File: config.mk
export PLATFORM = sky130hd
export DESIGN_NAME = mem_arbiter
export DESIGN_NICKNAME = d
export VERILOG_FILES = /design/src/rtl/mem_arb_pkg.sv /design/src/rtl/bus_watchdog.sv /design/src/rtl/mem_arbiter.sv
export SDC_FILE = /design/constraint.sdc
export NUM_CORES = 1
export LEC_CHECK = 0
export ABC_AREA = 1
export CAP_MARGIN = 20
export CELL_PAD_IN_SITES_DETAIL_PLACEMENT = 1
export CELL_PAD_IN_SITES_GLOBAL_PLACEMENT = 1
export CORE_ASPECT_RATIO = 1.25
export CORE_UTILIZATION = 35
export DETAILED_ROUTE_END_ITERATION = 10
export PLACE_DENSITY = 0.85
export SYNTH_ARGS = -nofsm -noshare
export SYNTH_HDL_FRONTEND = slang
export SYNTH_HIERARCHICAL = 1
export SYNTH_SLANG_ARGS = --single-unit
File: constraint.sdc
create_clock -name CLK -period 2.6 [get_ports CLK]
set_input_delay 0.39 -clock CLK [delete_from_list [all_inputs] [get_ports CLK]]
set_output_delay 0.39 -clock CLK [all_outputs]
set_load 0.005 [all_outputs]
File: src/rtl/mem_arb_pkg.sv
// Shared types and constants for the memory arbiter: service states, source priority, bus alignment.
package mem_arb_pkg;

  typedef enum logic [1:0] {
    IDLE  = 2'd0,
    WRITE = 2'd1,
    DREAD = 2'd2,
    IREAD = 2'd3
  } state_t;

  localparam int NUM_SRC = 3;

  // Index 0 is served first.
  localparam state_t PRIO_ORDER [NUM_SRC] = '{WRITE, DREAD, IREAD};

  localparam logic [31:0] ADDR_ALIGN_MASK = 32'hFFFF_FFFC;

  function automatic logic is_pending(input state_t st, input logic pw, input logic pd,
                                      input logic pi);
    logic r;
    case (st)
      WRITE:   r = pw;
      DREAD:   r = pd;
      IREAD:   r = pi;
      default: r = 1'b0;
    endcase
    return r;
  endfunction

  // Highest-priority pending service state, or IDLE when nothing is pending.
  function automatic state_t pick_state(input logic pw, input logic pd, input logic pi);
    state_t r;
    r = IDLE;
    if (is_pending(PRIO_ORDER[2], pw, pd, pi)) r = PRIO_ORDER[2];
    if (is_pending(PRIO_ORDER[1], pw, pd, pi)) r = PRIO_ORDER[1];
    if (is_pending(PRIO_ORDER[0], pw, pd, pi)) r = PRIO_ORDER[0];
    return r;
  endfunction

endpackage

File: src/rtl/bus_watchdog.sv
// Per-transaction cycle counter; expired is high on the TIMEOUT-th enabled cycle since the last clear.
module bus_watchdog
  import mem_arb_pkg::*;
#(
  parameter int TIMEOUT = 255
) (
  input  logic clk,
  input  logic rst_n,
  input  logic clear,
  input  logic enable,
  output logic expired
);

  localparam logic [15:0] LIMIT = 16'(TIMEOUT - 1);

  logic [15:0] cnt;

  always_ff @(posedge clk or negedge rst_n) begin
    if (!rst_n) begin
      cnt <= '0;
    end else if (clear) begin
      cnt <= '0;
    end else if (enable && (cnt != LIMIT)) begin
      cnt <= cnt + 16'd1;
    end
  end

  assign expired = enable && (cnt == LIMIT);

endmodule

File: src/rtl/mem_arbiter.sv
// Merges instruction read, data read and data write onto one req/ack word bus, stalling the core
// via MEM_WAIT until every latched request is served; a watchdog aborts transactions that never ack.
module mem_arbiter
  import mem_arb_pkg::*;
#(
  parameter int TIMEOUT = 255
) (
  input  logic        CLK,
  input  logic        RST,
  input  logic        INST_RDEN,
  input  logic [31:0] INST_RIADDR,
  output logic [31:0] INST_ROADDR,
  output logic        INST_RVALID,
  output logic [31:0] INST_RDATA,
  input  logic        DATA_RDEN,
  input  logic [31:0] DATA_RIADDR,
  output logic [31:0] DATA_ROADDR,
  output logic        DATA_RVALID,
  output logic [31:0] DATA_RDATA,
  input  logic        DATA_WREN,
  input  logic [31:0] DATA_WADDR,
  input  logic [31:0] DATA_WDATA,
  output logic        MEM_WAIT,
  output logic        BUS_REQ,
  output logic        BUS_WE,
  output logic [31:0] BUS_ADDR,
  output logic [31:0] BUS_WDATA,
  input  logic        BUS_ACK,
  input  logic [31:0] BUS_RDATA,
  output logic        BUS_ERR
);

  state_t      state;
  logic        pw, pd, pi;
  logic        lat_i, lat_d;
  logic [31:0] w_addr, w_data, d_addr, i_addr;
  logic        expired;

  logic        req_any;
  state_t      first_st, after_st;
  logic        pw_n, pd_n, pi_n;

  function automatic logic [31:0] svc_addr(input state_t st, input logic [31:0] wa,
                                           input logic [31:0] da, input logic [31:0] ia);
    logic [31:0] a;
    case (st)
      WRITE:   a = wa;
      DREAD:   a = da;
      default: a = ia;
    endcase
    return a & ADDR_ALIGN_MASK;
  endfunction

  always_comb begin
    req_any  = INST_RDEN | DATA_RDEN | DATA_WREN;
    first_st = pick_state(DATA_WREN, DATA_RDEN, INST_RDEN);
    pw_n     = pw & (state != WRITE);
    pd_n     = pd & (state != DREAD);
    pi_n     = pi & (state != IREAD);
    after_st = pick_state(pw_n, pd_n, pi_n);
  end

  // The counter restarts whenever the request is low, which covers every state entry.
  bus_watchdog #(.TIMEOUT(TIMEOUT)) u_watchdog (
    .clk    (CLK),
    .rst_n  (RST),
    .clear  (!BUS_REQ),
    .enable (BUS_REQ),
    .expired(expired)
  );

  always_ff @(posedge CLK or negedge RST) begin
    if (!RST) begin
      state       <= IDLE;
      pw          <= 1'b0;
      pd          <= 1'b0;
      pi          <= 1'b0;
      lat_i       <= 1'b0;
      lat_d       <= 1'b0;
      w_addr      <= '0;
      w_data      <= '0;
      d_addr      <= '0;
      i_addr      <= '0;
      MEM_WAIT    <= 1'b0;
      BUS_REQ     <= 1'b0;
      BUS_WE      <= 1'b0;
      BUS_ADDR    <= '0;
      BUS_WDATA   <= '0;
      BUS_ERR     <= 1'b0;
      INST_RVALID <= 1'b0;
      INST_ROADDR <= '0;
      INST_RDATA  <= '0;
      DATA_RVALID <= 1'b0;
      DATA_ROADDR <= '0;
      DATA_RDATA  <= '0;
    end else begin
      INST_RVALID <= 1'b0;
      DATA_RVALID <= 1'b0;
      case (state)
        IDLE: begin
          if (req_any) begin
            w_addr    <= DATA_WADDR;
            w_data    <= DATA_WDATA;
            d_addr    <= DATA_RIADDR;
            i_addr    <= INST_RIADDR;
            pw        <= DATA_WREN;
            pd        <= DATA_RDEN;
            pi        <= INST_RDEN;
            lat_d     <= DATA_RDEN;
            lat_i     <= INST_RDEN;
            state     <= first_st;
            MEM_WAIT  <= 1'b1;
            BUS_REQ   <= 1'b1;
            BUS_ADDR  <= svc_addr(first_st, DATA_WADDR, DATA_RIADDR, INST_RIADDR);
            BUS_WE    <= (first_st == WRITE);
            BUS_WDATA <= DATA_WDATA;
          end
        end
        WRITE, DREAD, IREAD: begin
          if (!BUS_REQ) begin
            // Gap cycle after the previous transaction: present the next one.
            BUS_REQ   <= 1'b1;
            BUS_ADDR  <= svc_addr(state, w_addr, d_addr, i_addr);
            BUS_WE    <= (state == WRITE);
            BUS_WDATA <= w_data;
          end else if (BUS_ACK || expired) begin
            BUS_REQ <= 1'b0;
            BUS_WE  <= 1'b0;
            if (!BUS_ACK) BUS_ERR <= 1'b1;
            if (state == DREAD) DATA_RDATA <= BUS_ACK ? BUS_RDATA : 32'h0;
            if (state == IREAD) INST_RDATA <= BUS_ACK ? BUS_RDATA : 32'h0;
            pw    <= pw_n;
            pd    <= pd_n;
            pi    <= pi_n;
            state <= after_st;
            if (after_st == IDLE) begin
              MEM_WAIT    <= 1'b0;
              INST_RVALID <= lat_i;
              DATA_RVALID <= lat_d;
              if (lat_i) INST_ROADDR <= i_addr;
              if (lat_d) DATA_ROADDR <= d_addr;
              lat_i <= 1'b0;
              lat_d <= 1'b0;
            end
          end
        end
        default: state <= IDLE;
      endcase
    end
  end

endmodule

==> results of run 1 <==
-- power by group --
group | internal [uW] | switching (uW) | total [uW] | leakage, uW
combinational | 5130 | 7330 | 12500 | 0.00550
sequential | 7760 | 1680 | 9440 | 0.00436
clock | 3610 | 2270 | 5880 | 0.000675
-- what timing repair did --
| item | CTS | global route |
|---|---|---|
| hold buffers | 1 | 0 |
| setup buffers | 0 | 0 |
| setup endpoints to repair | 0 | 36 |
| resized for setup | 0 | 2 |
| hold endpoints to repair | 48 | 0 |
-- routing by layer --
metal	track usage, %	up-vias
met1	30.34	7639
met2	45.69	539
met5	0	-
met3	5.132	143
met4	11.06	6
li1	-	7038
-- state kept, by name (all words and copies together) (netlist names), 2 cells and up --
name / cells
BUS_WDATA: 32
DATA_RDATA: 32
DATA_ROADDR: 32
INST_RDATA: 32
INST_ROADDR: 32
d_addr: 32
i_addr: 32
w_data: 32
BUS_ADDR: 30
w_addr: 30
u_watchdog/cnt: 16
state: 2
-- metrics by stage --
stage / area [sq um] / util [%] / TNS (ps)
global route: 21680 / 48.00 / -157.2
CTS: 21660 / 47.96 / 0
finish: 21680 / 48.00 / 0
detailed placement: 20280 / 44.89 / 0
global placement: 20280 / 44.89 / 0
floorplan: 16070 / - / 0
-- layout make-up --
class	count	area (sq um)	area share, %
Antenna cell	5	12.51	0.05770
Clock buffer	59	1214	5.597
Multi-Input combinational cell	1454	6429	29.65
Sequential cell	345	8633	39.81
Inverter	99	371.6	1.714
Tap cell	578	723.2	3.335
Clock inverter	11	160.2	0.7386
Timing Repair Buffer	410	4141	19.10
-- layout by cell type (no fill, tap or decap), drive strengths merged, types with 2 or more instances in the layout --
cell | Yosys | final
conb | 1 | 2
o21ai | 142 | 142
dfrtp | 345 | 345
xor2 | 6 | 6
nor2 | 99 | 99
ha | 10 | 10
nand4 | 12 | 12
nand3 | 202 | 202
inv | 99 | 99
clkinvlp | 0 | 2
o211ai | 32 | 32
buf | 81 | 51
bufinv | 0 | 4
a21oi | 32 | 32
clkdlybuf4s50 | 0 | 358
nand2 | 914 | 914
clkinv | 0 | 5
clkbuf | 46 | 59
diode | 0 | 5
-- cell families (layout without fill, tap and decap cells) --
kind of cell | after synthesis | after routing | synth area share, %
other cells | 1 | 7 | 0.02334
xor+xnor | 7 | 7 | 0.3817
fa+ha+maj | 10 | 10 | 0.7789
flops | 345 | 345 | 53.74
simple gates | 1228 | 1228 | 31.56
buf+inv | 226 | 579 | 6.550
compound gates | 207 | 207 | 6.963
-- final timing paths --
kind | start | end | slack [ps] | cells after the start
setup / recovery | u_watchdog/cnt[0] | INST_ROADDR[12] | 200 | 15
hold / removal | RST | INST_RDATA[19] | 380 | 2
setup reg to reg | u_watchdog/cnt[0] | INST_ROADDR[12] | 200 | 15
hold reg to reg | w_addr[19] | w_addr[19] | 480 | 2
max in group asynchronous | RST | BUS_ADDR[28] | 1370 | 3
min in group CLK | INST_RIADDR[18] | i_addr[18] | 430 | 3
==> impl_metrics.ini, run 1 <==
[run_status]
status = complete, no violations

[placed_design]
dpl_worst_slack_ps = 50.59
gp_congestion = 0.8680
io_buffers = 359
dp_hpwl_um = 39690
post-place-cells = 2885

[routing]
vias_per_cell = 5.189
drt-initial-drc-count = 814
wire_per_inst_um = 20.40
dr.pass1.iters = 5
drt-met1-wl_um = 23630
wl_met3_um = 3798
ant_nets = 0
wl_met2_um = 30530
vias = 15365
top_layer = met5
routed_wl_um = 60390
drcViolationCount = 0

[synth]
synth_area_sq_um = 16060
ys.flop_type = dfrtp_1
netlist.area_leader.share_pct = 53.74
synth_area_leaders = dfrtp_1, nand2_1, nand3_1
ys_ff_latch = 345
avgSynthCellArea_sq_um = 7.937
async_flop_share_pct = 100.0
ys_seq_area_share_pct = 53.74
syn_inst = 2024
synth-edff-count = 0
synth.most_common_cell = nand2_1
synth.distinct_cells = 28
netlist_top_cells_count = nand2_1, dfrtp_1, nand3_1, inv_1, nor2_1
yosysTopAreaCell = dfrtp_1
synth_warnings = 6

[final_layout]
nFillCells = 5378
drive_above_1_share_pct = 6.897
stdcell_count = 2961
fin_nets = 2525
syn2layout_area_growth_pct = 34.99

[clocking]
cts_root_buffer = clkbuf_16
cts.sinks = 345
cts_tree = built
clkTransAtPathRegs_ps = 60
h-tree-depth = 2
clockBufferDepth = 3
clk_latency_ps = 540
numCtsBuffers = 39

[global_routing]
grt.total_usage_pct = 25.85
grt_max_degree = 103
antenna_found_initial = 9
grt_pass1_wl_um = 95130
grt_pass1_vias = 16564
grt.overflow.total = 0

[critical_path]
cp.buffers_inverters = 4
worst_ep_required_time_ps = 3030
cp_slowest_cell = dfrtp_1
critPathMaxStageDelay_ps = 420
crit_path_cell_trace = inv_1 > ha_1 > nand2_1 > nor2_1 > nand2_1 > nor3_1 > buf_4 > nor2_8 > nor2_4 > nand2_2 > inv_2 > nand2_2 > buf_12 > nand2_1 > nand2_1
cp_max_fo = 17
path_class = reg2reg
startpoint_type = flop
path_delay_family = simple AND/OR/NAND/NOR gates
worstPathArrival_ps = 2830
worstSetupEndpointType = flop
crit_top_cell = nand2_1

[sta]
hold_ws_ps = 379.4
fin_crit_sh_pct = 92.25
slew_violations = 0
finClkSkew_ps = 10.37
worst_slew_pin_slew_ps = 644.5
final-hold-violation-count = 0
rsz0062_at_grt = true
maxSlewHeadroom_pct = 57.04
fmax_ghz = 0.4169
setup_slack_ps = 201.5
final-setup-viol-count = 0
period_minus_slack_ps = 2399

[floorplan]
rows = 87
die_x_um = 193.6
start_util_pct = 35.56
coreArea_sq_um = 45170
dieArea_sq_um = 46760
pin_count = 364
dieHeight_um = 241.5

[power_and_ir_drop]
power_uw = 27780
p_leak_uw = 0.01053
pwr_density_cell_nw_per_um2 = 1281
ir_drop_v = 0.0007621

[hold_path]
hold_class = in2async

[flow_run]
maxCapViolCount = 0
Power figures use the tool's default switching activity.
==> inputs of run 2 (changes only) <==
- GPL_ROUTABILITY_DRIVEN: unset -> 0
==> run 2 against run 1 <==
Global-route usage shrank 0.33 points. Clock power decreased by 8.3%. Largest power group unchanged. Count of clock-buffer cells in the layout shrank 2. Cell area is 0.44% lower. Core utilization down 0.21 points. Critical path type unchanged. Worst hold slack better by 16 ps.
==> impl_metrics.ini, run 2 (synthesis results as in run 1) <==
[global_routing]
use_met2_pct = 44.66
grt.total_usage_pct = 25.52
grt_max_degree = 77
grt_pass1_vias = 16586
met3_usage_pct = 4.616
grt-busiest-layer = met2
antenna_found_initial = 8
grt.overflow.total = 0
use_met1_pct = 30.42
grt_pass1_wl_um = 94270

[sta]
fin_crit_sh_pct = 90.03
rsz0062_at_grt = false
final-hold-violation-count = 0
maxSlewHeadroom_pct = 44.03
tns_ps = 0
fmax_ghz = 0.4272
slew_violations = 0
period_minus_slack_ps = 2341
worst_slew_pin_slew_ps = 839.5
final-setup-viol-count = 0
finClkSkew_ps = 30.83

[critical_path]
path_delay_family = simple AND/OR/NAND/NOR gates
worstPathArrival_ps = 2790
crit_top_cell = nand2_1
r2r-end = INST_ROADDR[17]
cp_slowest_cell = dfrtp_1
rr_startpoint = u_watchdog/cnt[0]
crit_path_cell_trace = inv_1 > ha_1 > nand2_1 > nor2_1 > nand2_1 > nor3_1 > buf_4 > nor2_8 > nor2_4 > nand2_2 > inv_2 > nand2_4 > buf_4 > nand2_1 > nand2_1
reg2reg_depth = 15
startpoint_type = flop
setup.worst_path.start = u_watchdog/cnt[0]
path_class = reg2reg
cp_max_fo = 9
worstSetupEndpointType = flop
cp.buffers_inverters = 4
critPathMaxStageDelay_ps = 420
worst_ep_required_time_ps = 3050
r2r_setup_slack_ps = 260

[clocking]
clk_latency_ps = 560
h-tree-depth = 2
cts_tree = built
clockBufferDepth = 3
cts.sinks = 345
cts_root_buffer = clkbuf_16
clkTransAtPathRegs_ps = 60
numCtsBuffers = 38
cts_setup_buffers = 0

[final_layout]
drive_above_1_share_pct = 6.653
mostFrequentLayoutCell = nand2_1
fin_nets = 2522
final_cell_mix = nand2_1, clkdlybuf4s50_1, dfrtp_1
post-route-util_pct = 47.79
nFillCells = 5401
syn2layout_area_growth_pct = 34.40
multi_input_comb_area_sq_um = 6434
regArea_sq_um = 8633

[floorplan]
dieHeight_um = 241.5
dieArea_sq_um = 46760
die_x_um = 193.6
coreArea_sq_um = 45170
rows = 87
start_util_pct = 35.56
pin_count = 364

[routing]
wire_per_inst_um = 20.16
routed_wl_um = 59640
vias_per_cell = 5.216
drcViolationCount = 0
ant_nets = 0
dr.pass1.iters = 5
vias = 15434
drt-initial-drc-count = 731

[placed_design]
io_buffers = 359
dp_hpwl_um = 39720

[hold_path]
hold_class = in2async

[power_and_ir_drop]
p_leak_uw = 0.01049
ir_drop_v = 0.0008659
pwr_density_cell_nw_per_um2 = 1265
power_uw = 27320

[run_status]
status = complete, no violations

[flow_run]
maxCapViolCount = 0
## run 2: cell count changes in the layout (fill, tap and decap cells not counted), moves of 3 or more
cell and delta:
buf_12 +5, clkbuf_16 -3, bufinv_16 -3, buf_4 -5, clkbuf_1 +3
## run 2: routing by layer
metal  share of wire (%)  vias up
met4                 4.0        2
li1                    -     7052
met5               0.022        -
met3                 5.9      140
met1                  40     7701
met2                  50      539
## run 2: area by class of cell
class                   count  share of cell area, %
clock inverters            12                 0.5042
well taps                 578                  3.350
repair buffers            408                  19.37
flip-flops and latches    345                  39.99
inverters                  99                  1.721
diodes                      6                0.06954
clock buffers              57                  5.198
multi-input cells        1454                  29.80
## run 2: timing repair
item,in CTS,in global routing
endpoints found under the hold margin,55,0
gates resized for setup,0,1
endpoints found under the setup margin,0,8
hold buffers,1,0
## run 2: how the worst max path moves through the flow
stage / end / slack, ps / cells past startpoint
global placement: BUS_ADDR[15] / 180 / 10
CTS: INST_ROADDR[24] / 130 / 15
floorplan: INST_ROADDR[16] / 570 / 14
global route: INST_ROADDR[24] / 50 / 15
detailed placement: BUS_ADDR[25] / 130 / 11
finish: INST_ROADDR[17] / 260 / 15
## run 2: per-stage QoR
step           cells  instance area [sq um]  hold WS (ps)  worst slack, ps
3_3_place_gp    2883                  20330         396.1            177.2
4_1_cts         2953                  21570         393.4            126.0
5_1_grt         2959                  21590         421.9            49.17
3_5_place_dp    2883                  20330         397.8            132.8
2_1_floorplan   2025                  16070         94.41            565.1
6_report        2959                  21590         395.2            259.3
## run 2: power by group
group	switching, uW	internal, uW	total, uW
registers	1670	7760	9430
logic	7310	5190	12500
clock network	2290	3100	5390
==> inputs of run 3 (changes only) <==
- SLEW_MARGIN: unset -> 40
==> results of run 3 <==
Same layout as run 2: the final DEF is identical, and so are final timing and power.
